### config.mk
export PLATFORM = sky130hd
export DESIGN_NAME = latch_bank_writer
export DESIGN_NICKNAME = d
export VERILOG_FILES = /design/src/rtl/latch_bank_writer.sv
export SDC_FILE = /design/constraint.sdc
export NUM_CORES = 1
export LEC_CHECK = 0
export ABC_AREA = 0
export CORE_ASPECT_RATIO = 2
export CORE_MARGIN = 3
export CORE_UTILIZATION = 39
export DETAILED_ROUTE_END_ITERATION = 6
export PLACE_DENSITY = 0.65
export SYNTH_ARGS = -nofsm -noshare
export SYNTH_HDL_FRONTEND = slang
export SYNTH_SLANG_ARGS = --single-unit
### constraint.sdc
create_clock -name CLK -period 2.65 [get_ports CLK]
set_input_delay 0.53 -clock CLK [delete_from_list [all_inputs] [get_ports CLK]]
set_output_delay 0.53 -clock CLK [all_outputs]
set_load 0.005 [all_outputs]
### src/rtl/latch_bank_writer.sv
// Write sequencer for a bank of transparent-high latches: presents data, pulses one
// entry enable, then holds the data, with programmable setup/pulse/hold cycle counts.
module latch_bank_writer #(
    parameter int WIDTH     = 8,
    parameter int DEPTH     = 8,
    parameter int AW        = 3,
    parameter int SETUP_CYC = 1,
    parameter int PULSE_CYC = 1,
    parameter int HOLD_CYC  = 1
) (
    input  logic             CLK,
    input  logic             RSTB,
    input  logic             WR_VALID,
    output logic             WR_READY,
    input  logic [AW-1:0]    WR_ADDR,
    input  logic [WIDTH-1:0] WR_DATA,
    output logic [WIDTH-1:0] LAT_D,
    output logic [DEPTH-1:0] LAT_EN,
    output logic             BUSY,
    output logic             ADDR_ERR,
    output logic [7:0]       WR_CNT
);

    typedef enum logic [1:0] {IDLE, SETUP, OPEN, HOLD} state_t;

    state_t             state_q, state_d;
    logic [3:0]         cnt_q, cnt_d;
    logic [AW-1:0]      addr_q, addr_d;
    logic [WIDTH-1:0]   data_q, data_d;
    logic [DEPTH-1:0]   en_q, en_d;
    logic               ready_q, ready_d;
    logic               busy_q, busy_d;
    logic               err_q, err_d;
    logic [7:0]         wcnt_q, wcnt_d;
    logic               accept;
    logic               legal;

    assign accept = WR_VALID && ready_q;
    assign legal  = {1'b0, WR_ADDR} < (AW+1)'(DEPTH);

    always_ff @(posedge CLK or negedge RSTB) begin
        if (!RSTB) begin
            state_q <= IDLE;
            cnt_q   <= '0;
            addr_q  <= '0;
            data_q  <= '0;
            en_q    <= '0;
            ready_q <= 1'b1;
            busy_q  <= 1'b0;
            err_q   <= 1'b0;
            wcnt_q  <= '0;
        end else begin
            state_q <= state_d;
            cnt_q   <= cnt_d;
            addr_q  <= addr_d;
            data_q  <= data_d;
            en_q    <= en_d;
            ready_q <= ready_d;
            busy_q  <= busy_d;
            err_q   <= err_d;
            wcnt_q  <= wcnt_d;
        end
    end

    always_comb begin
        state_d = state_q;
        cnt_d   = cnt_q;
        addr_d  = addr_q;
        data_d  = data_q;
        wcnt_d  = wcnt_q;
        case (state_q)
            IDLE: begin
                if (accept && legal) begin
                    addr_d  = WR_ADDR;
                    data_d  = WR_DATA;
                    cnt_d   = 4'(SETUP_CYC - 1);
                    state_d = SETUP;
                end
            end
            SETUP: begin
                if (cnt_q == 4'd0) begin
                    cnt_d   = 4'(PULSE_CYC - 1);
                    state_d = OPEN;
                end else begin
                    cnt_d = cnt_q - 4'd1;
                end
            end
            OPEN: begin
                if (cnt_q == 4'd0) begin
                    cnt_d   = 4'(HOLD_CYC - 1);
                    state_d = HOLD;
                end else begin
                    cnt_d = cnt_q - 4'd1;
                end
            end
            HOLD: begin
                if (cnt_q == 4'd0) begin
                    wcnt_d  = wcnt_q + 8'd1;
                    state_d = IDLE;
                end else begin
                    cnt_d = cnt_q - 4'd1;
                end
            end
            default: state_d = IDLE;
        endcase
    end

    // Outputs are decoded from the next state so every port comes straight off a flop.
    always_comb begin
        en_d    = '0;
        ready_d = (state_d == IDLE);
        busy_d  = (state_d != IDLE);
        err_d   = (state_q == IDLE) && accept && !legal;
        if (state_d == OPEN) begin
            en_d = DEPTH'(1) << addr_d;
        end
    end

    assign LAT_D    = data_q;
    assign LAT_EN   = en_q;
    assign WR_READY = ready_q;
    assign BUSY     = busy_q;
    assign ADDR_ERR = err_q;
    assign WR_CNT   = wcnt_q;

endmodule

# Yosys cells after proc, flatten, opt, wreduce, memory -nomap -nowiden
# Index checks and enable logic that the tools add are counted.
# totals
regBits	35
elab_cells	38
# classes
addsub	2
n_eq_ne	6
n_shift	1
muxes	12
n_reduce_logical	9
# ops
operator	n
$mux 4	3
$pmux 4 s3	1
$add 8x1->8 const B	1
$mux 2	4
$mux 8	1
$pmux 2 s4	1
$shl 1x3->8 const A	1
$eq 2x2->1 const B	3
$mux 3	2
$reduce_and 2->1	3
$logic_not 2->1	2
$logic_not 4->1	1
$ne 2x2->1 const B	2
$sub 4x1->4 const B	1
$eq 2x1->1 const B	1
$reduce_bool 2->1	1
$reduce_or 2->1	1
$logic_and 1x1->1	1

# Longest topological paths before layout
# logic_depth
depth_word	5
ltp_mapped	8
ltp_nobuf	6

# Worst setup path before layout
# Ideal clock, no wire load.
# synth_timing
kind	reg-to-reg
startpoint	register cnt_q[0]
endpoint	register busy_q, in the netlist BUSY
setup_ns	0.132
arrival_ns	1.687
t_required_ns	2.518
slack_ns	0.831
stages_incl_launch_ff	8
n_path_buf	1
period_less_slack_ns	1.819
cell_sequence	dfrtp_1 > inv_1 > ha_1 > or3b_4 > a2111oi_2 > a211o_2 > buf_6 > o21ai_0
# synth_between
elab_chain_len	4
# synth_lines
element	line_no	source
from (decl)	27	logic [3:0] cnt_q, cnt_d;
from (signal assigned)	54	cnt_q <= cnt_d;
$logic_not 4->1 *	81, 89, 97	
$mux 2, on equally long branches	97, 81, 89	
$pmux 2 s4 *	71	case (state_q)
$reduce_bool 2->1 *	112	busy_d = (state_d != IDLE);
via busy_d	32	logic busy_q, busy_d;
to (signal assigned)	59	busy_q <= busy_d;
to (decl)	32	
# The timed path passes the listed nets; every way through them passes the cells marked *.
# A chain may end at the register's enable or synchronous reset.

# Worst setup path after layout
# Same ends and word-level chain as after synthesis.

==> results.yml <==
synth:
  yosysTopAreaCell: "dfrtp_1"
  avgSynthCellArea_um2: 12.00
  post-synth-top-area-fraction: 0.5140
  ys_top_cells_by_area: "dfrtp_1 51%, mux2_2 8.2%, ha_1 6.0%"
  synth_seq_cells: 35
  syn-cell-area_um2: 1655
  seq_area_frac_synth: 0.5299
  ys_warn_count: 0
  syn_nets: 160
  syn-instance-count: 138
  synthDistinctLibCells: 39
timing:
  finalCritPeriodShare: 0.7448
  max_freq_mhz: 506.6
  drv_slew: 0
  fin_tns_setup_ns: 0
  setup_ws_ns: 0.6762
  slew_headroom: 0.4853
  hold_viol: 0
  setup_viol: 0
  rsz0062_at_grt: "no"
  finalCriticalPeriod_ns: 1.974
  worst_slew_pin_slew_ns: 0.7721
  whs_ns: 0.3169
  skew_ns: 0.004540
detailed_routing:
  first_iter_violations: 14
  drc: 0
  routedWlPerCell_um: 14.46
  vias: 1200
  viasPerCell: 5.150
  drtPass1Iterations: 5
  drt-total-wl_um: 3370
  detail-route-antenna-nets: 0
status:
  status: "finished clean"
cells_and_area:
  final_common_cell: "clkdlybuf4s50_1"
  area_delta_synth_final_pct: 31.29
  fillers: 337
  final_cell_mix: "38 x clkdlybuf4s50_1, 34 x dfrtp_1, 13 x nand2_1"
  antennaDiodeCount: 0
  drive_above_1_share: 0.1703
  fin_nets: 203
pwr:
  peakVddDrop_v: 0.0006406
  powerDensity_nw_per_um2: 1129
  p_total_w: 0.002453
  p_leak_nw: 0.9512
clock_tree:
  cts_max_path_buffers: 2
  clock_sinks: 35
  post_cts_resize_count: 0
  numCtsBuffers: 5
  clkLatencyLatePin_ns: 0.28
  post_cts_buffers: 0
  cts-root-buf: "clkbuf_8"
  cts_hold_buf: 0
  cts_tree: "done"
  htreeDepth: 2
  cts.clk_slew.worst_paths_ns: 0.06
critical_path:
  r2r-end: "BUSY"
  worstPathRequired_ns: 2.81
  worstPathCellList: "inv_1, ha_1, or3b_4, a2111oi_2, a211o_2, o21ai_0"
  crit_cells: 6
  r2r_cells: 6
  critPathLaunch: "cnt_q[0]"
  cp-end-kind: "flip-flop"
  r2r_setup_slack_ns: 0.68
  worst_setup_path_start_kind: "flip-flop"
  worstPathMaxFanout: 11
  arrival_ns: 2.13
  endpoint: "BUSY"
  crit_path_max_incr_delay_ns: 0.42
  cp_num_buf_inv: 1
  reg2reg_from: "cnt_q[0]"
  path_class: "flip-flop to flip-flop"
  crit_family: "compound AO/OA/AOI/OAI gates"
  slowest_stage: "or3b_4"
grt:
  antenna_found_initial: 0
  grt_max_degree: 36
  grt_first_pass_wirelength_um: 5506
  grt-ovfl-total: 0
  grt_pass1_vias: 1226
  grt_use_total: 0.1455
place:
  place_ws_ns: 0.4432
  post-dp-hpwl_um: 2578
  place.gp.congestion: 0.8339
  port_buffers: 39
die:
  floorplan.die.height_um: 98.14
  dieArea_um2: 5109
  ios: 41
  row_count: 32
  coreArea_um2: 3964
  die_w_um: 52.07
  initial_utilization: 0.4176
hold_path:
  hp-class: "primary input to asynchronous set/reset pin"
job:
  max_cap_viol_count: 0
## through the flow
step,utilization,std cells,cell area [um2]
2_1_floorplan,-,138,1655
3_3_place_gp,0.5271,225,2090
4_1_cts,0.5483,233,2173
5_1_grt,0.5483,233,2173
6_report,0.5483,233,2173
3_5_place_dp,0.5271,225,2090
## power by group
group          switching [W]  total [W]  internal (W)
combinational       0.000557    0.00120      0.000640
sequential          0.000146   0.000888      0.000742
clock               0.000182   0.000368      0.000186
## flip-flops by register name, summed over array words and instances (netlist names)
register,flops
addr_q,3
LAT_EN,8
WR_READY,1
state_q,2
BUSY,1
LAT_D,8
WR_CNT,8
cnt_q,4
## final cells by class
class,instances,area [um2],area share
flip-flops and latches,35,877.1,0.4036
multi-input cells,93,729.5,0.3356
repair buffers,41,400.4,0.1842
clock buffers,7,76.32,0.03512
well taps,51,63.81,0.02936
inverters,5,18.77,0.008636
clock inverters,1,7.507,0.003454
## kinds of logic after synthesis
kind of cell,after synthesis,synth area share
AND/OR/NAND/NOR,47,0.1678
other,1,0.002265
adder cells (fa/ha/maj),8,0.06047
buffers and inverters,10,0.02948
XOR/XNOR,7,0.03704
AO/OA/AOI/OAI,15,0.07332
flip-flops,35,0.5299
multiplexers,15,0.09977
## cell usage after synthesis
master / n
or3_1: 2
conb_1: 1
o21ai_0: 2
a21oi_1: 1
a31oi_1: 1
clkbuf_1: 3
ha_1: 8
or2_2: 3
a21boi_0: 1
a211oi_2: 1
xnor2_1: 5
nor3b_1: 1
dfstp_2: 1
a211o_2: 1
a311o_1: 1
a2111oi_2: 1
dfrtp_1: 34
buf_4: 1
nand3_1: 3
nand4_1: 2
buf_6: 1
nor2b_2: 1
mux2_2: 12
and3_1: 1
xor2_1: 2
o31ai_1: 4
nor4b_1: 5
or3b_4: 1
nor2_2: 1
nand2_1: 13
o21bai_1: 1
mux2i_1: 3
o21a_1: 1
nand2b_1: 5
nor3_1: 6
nor4_1: 1
nor4bb_1: 1
and4_1: 1
inv_1: 5
## per-layer routing
layer,GRT usage,vias to the layer above,part of all wire
li1,-,570,-
met1,0.1379,589,0.35
met2,0.2580,33,0.56
met3,0.05344,8,0.061
met4,0.07475,0,0.028
met5,0,-,0
## how the worst min path moves through the flow
stage,startpoint,to,slack [ns],cells after the start
6_report,RSTB,BUSY,0.32,1
5_1_grt,RSTB,BUSY,0.37,1
4_1_cts,RSTB,LAT_EN[3],0.34,1
3_5_place_dp,WR_CNT[7],WR_CNT[7],0.47,1
3_3_place_gp,WR_CNT[7],WR_CNT[7],0.46,1
2_1_floorplan,RSTB,BUSY,0.23,0
Note: power is estimated with default switching activity, not from simulation.
